`src/rtl/prg_dma_loader.sv`:
```
// PRG download loader: turns the ioctl byte stream into paced DMA RAM writes and
// patches BASIC's end-of-program pointers once the file has been stored.
module prg_dma_loader #(
    parameter logic [15:0] RAM_TOP     = 16'h8000,
    parameter logic [15:0] FIXUP_BASE  = 16'h002A,
    parameter int          FIXUP_PAIRS = 3
) (
    input  logic        clk,
    input  logic        reset,
    input  logic        dma_slot,
    input  logic        prg_download,
    input  logic        ioctl_wr,
    input  logic [24:0] ioctl_addr,
    input  logic [7:0]  ioctl_dout,
    output logic        ioctl_wait,
    output logic [15:0] dma_addr,
    output logic [7:0]  dma_din,
    output logic        dma_we,
    output logic        busy,
    output logic        done,
    output logic        overflow,
    output logic [15:0] load_start,
    output logic [15:0] load_end
);

    typedef enum logic [2:0] {IDLE, HDR, DATA, DRAIN, FIXUP, FIN} state_t;

    localparam int FIX_WRITES = 2 * FIXUP_PAIRS;
    localparam int FIX_W      = $clog2(FIX_WRITES + 1);
    localparam logic [FIX_W-1:0] FIX_LAST = FIX_W'(FIX_WRITES - 1);

    state_t state, state_next;

    logic             prg_prev;
    logic             dl_rise, dl_fall;
    logic [15:0]      pointer;
    logic [FIX_W-1:0] fix_idx;

    logic [23:0] fifo_mem [2];
    logic        wr_sel, rd_sel;
    logic [1:0]  fifo_count, count_next;

    logic hdr_wr, data_wr, fifo_pop, fix_issue;
    logic fifo_full, ptr_ok, fifo_push, ptr_inc, byte_drop;

    assign dl_rise   = prg_download & ~prg_prev;
    assign dl_fall   = ~prg_download & prg_prev;
    assign fifo_full = (fifo_count == 2'd2);
    assign ptr_ok    = (pointer < RAM_TOP);
    assign fifo_push = data_wr & ptr_ok & ~fifo_full;
    // A byte arriving while full still advances the pointer so later bytes land at the right address.
    assign ptr_inc   = data_wr & ptr_ok;
    assign byte_drop = data_wr & ~(ptr_ok & ~fifo_full);

    // State register
    always_ff @(posedge clk) begin
        if (reset) state <= IDLE;
        else       state <= state_next;
    end

    // Next-state logic
    always_comb begin
        state_next = state;
        if (dl_rise) begin
            state_next = HDR;
        end else begin
            case (state)
                IDLE:  ;
                HDR:   if (dl_fall)                        state_next = FIN;
                       else if (hdr_wr && ioctl_addr[0])   state_next = DATA;
                DATA:  if (dl_fall)                        state_next = DRAIN;
                DRAIN: if (fifo_count == 2'd0 && !dma_we)  state_next = FIXUP;
                FIXUP: if (fix_issue && fix_idx == FIX_LAST) state_next = FIN;
                FIN:   state_next = IDLE;
                default: state_next = IDLE;
            endcase
        end
    end

    // Output / control decode
    always_comb begin
        // NOTE: every signal gets a default before the case so no latch is inferred.
        busy      = 1'b0;
        done      = 1'b0;
        hdr_wr    = 1'b0;
        data_wr   = 1'b0;
        fifo_pop  = 1'b0;
        fix_issue = 1'b0;
        case (state)
            HDR: begin
                busy   = 1'b1;
                hdr_wr = ioctl_wr && (ioctl_addr < 25'd2);
            end
            DATA: begin
                busy     = 1'b1;
                data_wr  = ioctl_wr && (ioctl_addr >= 25'd2);
                fifo_pop = dma_slot && (fifo_count != 2'd0);
            end
            DRAIN: begin
                busy     = 1'b1;
                fifo_pop = dma_slot && (fifo_count != 2'd0);
            end
            FIXUP: begin
                busy      = 1'b1;
                fix_issue = dma_slot;
            end
            FIN:     done = 1'b1;
            default: ;
        endcase
        // A restart abandons whatever was still queued.
        if (dl_rise) begin
            fifo_pop  = 1'b0;
            fix_issue = 1'b0;
        end
    end

    always_comb begin
        count_next = fifo_count;
        if (dl_rise)                     count_next = 2'd0;
        else if (fifo_push && !fifo_pop) count_next = fifo_count + 2'd1;
        else if (fifo_pop && !fifo_push) count_next = fifo_count - 2'd1;
    end

    // NOTE: FIFO storage has no reset; the count and select bits alone define what is valid.
    always_ff @(posedge clk) begin
        if (fifo_push) fifo_mem[wr_sel] <= {pointer, ioctl_dout};
    end

    always_ff @(posedge clk) begin
        // NOTE: sequential state uses non-blocking assignments so every register samples pre-edge values.
        if (reset) begin
            prg_prev   <= 1'b0;
            ioctl_wait <= 1'b0;
            fifo_count <= 2'd0;
            wr_sel     <= 1'b0;
            rd_sel     <= 1'b0;
            pointer    <= 16'h0000;
            fix_idx    <= '0;
            overflow   <= 1'b0;
            load_start <= 16'h0000;
            load_end   <= 16'h0000;
            dma_addr   <= 16'h0000;
            dma_din    <= 8'h00;
            dma_we     <= 1'b0;
        end else begin
            prg_prev   <= prg_download;
            ioctl_wait <= (count_next == 2'd2);
            fifo_count <= count_next;
            dma_we     <= 1'b0;
            if (dl_rise) begin
                wr_sel     <= 1'b0;
                rd_sel     <= 1'b0;
                pointer    <= 16'h0000;
                fix_idx    <= '0;
                overflow   <= 1'b0;
                load_start <= 16'h0000;
                load_end   <= 16'h0000;
            end else begin
                if (hdr_wr) begin
                    if (ioctl_addr[0]) begin
                        load_start[15:8] <= ioctl_dout;
                        pointer          <= {ioctl_dout, load_start[7:0]};
                    end else begin
                        load_start[7:0]  <= ioctl_dout;
                    end
                end
                if (fifo_push) wr_sel   <= ~wr_sel;
                if (ptr_inc)   pointer  <= pointer + 16'd1;
                if (byte_drop) overflow <= 1'b1;
                if (fifo_pop) begin
                    {dma_addr, dma_din} <= fifo_mem[rd_sel];
                    dma_we              <= 1'b1;
                    rd_sel              <= ~rd_sel;
                end
                if (state == DRAIN && state_next == FIXUP) load_end <= pointer;
                // Even fixup slots take the low byte, odd slots the high byte.
                if (fix_issue) begin
                    dma_addr <= FIXUP_BASE + 16'(fix_idx);
                    dma_din  <= fix_idx[0] ? pointer[15:8] : pointer[7:0];
                    dma_we   <= 1'b1;
                    fix_idx  <= fix_idx + 1'b1;
                end
            end
        end
    end

endmodule

```
`config.mk`:
```
export PLATFORM = sky130hd
export DESIGN_NAME = prg_dma_loader
export DESIGN_NICKNAME = d
export VERILOG_FILES = /design/src/rtl/prg_dma_loader.sv
export SDC_FILE = /design/constraint.sdc
export NUM_CORES = 1
export LEC_CHECK = 0
export BUFFER_PORTS_ARGS = -buffer_cell sky130_fd_sc_hd__buf_2
export CORE_MARGIN = 4
export CORE_UTILIZATION = 55
export DETAILED_ROUTE_END_ITERATION = 10
export PLACE_DENSITY_LB_ADDON = 0.1
export RECOVER_POWER = 50
export SYNTH_ARGS = -nofsm -noshare
export SYNTH_HDL_FRONTEND = slang
export SYNTH_SLANG_ARGS = --single-unit
```
`constraint.sdc`:
```
create_clock -name clk -period 2.8 [get_ports clk]
set_input_delay 0.56 -clock clk [delete_from_list [all_inputs] [get_ports clk]]
set_output_delay 0.56 -clock clk [all_outputs]
set_load 0.005 [all_outputs]
```
==> run metrics <==
final clock skew 0.00815 ns; CP arrival 2.61 ns; post-synthesis sequential area ratio 56.2%; num ports 99; Final TNS setup 0 ns; Initial Util 57.1%; status completed; combinational cell fraction of total power 2.5%; cell family with most CP delay simple AND/OR/NAND/NOR gates; Syn. warnings 0; largest net degree at the start of global routing 30; Slew @ Worst Pin 1.28 ns; P&R area growth vs syn 21.0%; # fillers 821; Detailed Route WL 14.4 mm; cts repair resizes 0; DRC 0; Synth top area share 30.8%; vias per cell 5.74; PwrDens 626 nW/um2; Post-Syn Nets 572; clk_lat worst skew 0.53 ns; DPL Wire Length 9.85 mm; layout cells sized above 1 17.7%; FF+latch count, synth 135; initial DRC count 342; Max Buffers Root-to-Sink 2; Rows 36; Critical Path Fanout Max 25; Crit-path slowest cell nor2_2; Final Net Count 682; CP Cell Sequence inv_1 > ha_1 > nor3_1 > o21ai_1 > nor2_2; dominant synthesized flop cell dfxtp_1; Clock transition at path regs 0.06 ns; clock root cell clkbuf_8; Antenna diodes 0; Vias 4497; internal power 0.00337 W; max cap viols 0; Hold WC Path Type input pin to register; Final Max Tran Viols 0; Die W 109 um; Mapped Area 5660 um2; clock power share 50.3%; Switch Pwr 0.000919 W; unrepaired setup endpoints after global routing false; leakage power 2.42 nW; WS Path Type register to register; Area after DPL 6360 um2; drt pass-1 iters 5; minimum clock period 2.47 ns; CTS Hold Bufs 0; last weighted congestion value of the routability-driven placer 0.902; die area 12000 um2; Core Util, Final 69.1%; Post-CTS Setup Bufs 0; H-Tree Depth 4; IR drop worst, VDD 0.000372 V; Total GRT Usage 25.3%; total grt overflow 0; vias in the first global route 4298; Synth area leader dfxtp_1; sequential fraction of design power 47.2%; Final Cell Area 6850 um2; Netlist cell types 60; CTS tree yes; PortBufs 98; sw frac 21.4%; Worst setup EP type register; WP data required 2.94 ns; Final period util 88.4%; Avg Cell Area, Syn 10.7 um2; Die Y 109 um; core area 9910 um2; initial antenna violation count 0; Post-synth EDFFs 48; share of synthesized flip-flops with an asynchronous set or reset 0%; Setup Viol. Count Final 0; worst rel slew slack 14.5%; WP buf/inv 1; synth top area cells dfxtp_1, edfxtp_1, mux2i_1; ANT nets after route 0; Fmax 404 MHz; slowest stage delay, CP 0.97 ns; CTS Sinks 135; Fin. Hold Viols 0; routed len/inst 18.3 um; Startpoint Class register; first-pass GRT wire length 22.6 mm; CTS Buf Count 17; synthesized instance count 528
==> cell usage after synthesis, drive strengths merged, types with 2 or more instances <==
cell and count:
o22ai 9, nand2b 5, o21ai 11, a32oi 2
nand2 36, a31oi 9, xor2 2, a2111oi 6
nand3 11, xnor2 4, o2bb2ai 3, nand4 6
nor2 75, nor3 13, inv 7, or2 2
nand4b 3, maj3 2, a221oi 3, a2bb2oi 2
or4b 2, or3 3, mux2i 59, nor2b 4
o221ai 2, a211oi 4, ha 6, dfxtp 87
and4 2, clkbuf 20, edfxtp 48, and2 2
buf 11, a22oi 2, o211ai 4, nor4 10
a21oi 35, a21boi 2
==> worst reg2reg max path, cell delays in order (launching register included) <==
cell,delay [ns]
dfxtp_1,0.37
inv_1,0.11
ha_1,0.23
nor3_1,0.23
o21ai_1,0.17
nor2_2,0.98
==> registers in the layout (all words and copies together), names as in the netlist, 2 cells and up, named ones only <==
| signal | cells |
|---|---|
| dma_addr | 16 |
| dma_din | 8 |
| fifo_count | 2 |
| fifo_mem | 48 |
| fix_idx | 3 |
| load_end | 16 |
| load_start | 16 |
| pointer | 16 |
| state | 3 |
==> final timing paths <==
check | startpoint | to | slack, ns | cells past startpoint
worst max-delay path | fifo_count[0] | fifo_mem[0][4] | 0.33 | 5
worst min-delay path | ioctl_dout[3] | fifo_mem[0][3] | 0.32 | 1
worst max register to register | fifo_count[0] | fifo_mem[0][4] | 0.33 | 5
worst min register to register | load_start[10] | load_start[10] | 0.45 | 2
==> final cells by class <==
class,count,area [um2],area share (%)
flip-flops and latches,135,3180,46.5
multi-input cells,354,2300,33.6
inverters,7,26.3,0.383
clock inverters,10,91.3,1.33
repair buffers,123,597,8.71
clock buffers,22,485,7.09
well taps,133,166,2.43
==> cell usage in the layout, fill, tap and decap left out, types with 3 or more instances in the layout <==
cell        instances
a2111oi_0           6
o211ai_1            4
mux2i_1            59
nand2_1            36
clkinv_2            3
o21ai_0            10
nor3_1             11
o22ai_1             9
o2bb2ai_1           3
dfxtp_1            87
buf_2              55
nand4_1             6
nor2b_1             4
clkbuf_16          18
nand2b_1            5
a211oi_1            4
xnor2_1             4
clkbuf_1           51
a21oi_1            35
a221oi_1            3
inv_1               7
nor4_1              9
buf_4              17
or3_1               3
nand4b_1            3
edfxtp_1           48
clkinvlp_4          3
nand3_1            11
nor2_1             73
a31oi_1             9
ha_1                6
==> through the flow <==
step	worst slack [ns]	hold WS (ns)	total power, W	instances
finish	0.326	0.320	0.00429	784
global route	0.0601	0.326	0.00440	784
CTS	0.366	0.247	0.00430	784
detailed placement	0.183	0.447	0.00218	752
global placement	0.238	0.437	0.00217	752
floorplan	0.203	0.424	0.00212	528
==> power groups by stage <==
| stage | clock network (W) | logic [W] | registers [W] |
|---|---|---|---|
| after floorplan | 0 | 0.0000564 | 0.00207 |
| after global placement | 0 | 0.000106 | 0.00207 |
| after detailed placement | 0 | 0.000108 | 0.00207 |
| after CTS | 0.00217 | 0.000109 | 0.00203 |
| after global routing | 0.00226 | 0.000116 | 0.00203 |
| final | 0.00216 | 0.000105 | 0.00203 |
==> layer usage <==
| metal | vias to the layer above | global-route usage (%) | wire length, um |
|---|---|---|---|
| li1 | 2164 | - | - |
| met1 | 2128 | 34.3 | 6340 |
| met2 | 180 | 39.9 | 6730 |
| met3 | 25 | 5.40 | 967 |
| met4 | 0 | 9.62 | 342 |
| met5 | - | 0 | 0 |
==> cells by family (layout without fill, tap and decap cells) <==
group | after synthesis | in the layout | share of synthesized area, %
buf+inv | 39 | 162 | 3.31
simple gates | 180 | 180 | 15.7
mux | 60 | 60 | 10.6
fa+ha+maj | 8 | 8 | 1.68
xor+xnor | 6 | 6 | 0.928
flops | 135 | 135 | 56.2
compound gates | 100 | 100 | 11.5
Power figures use the tool's default switching activity.
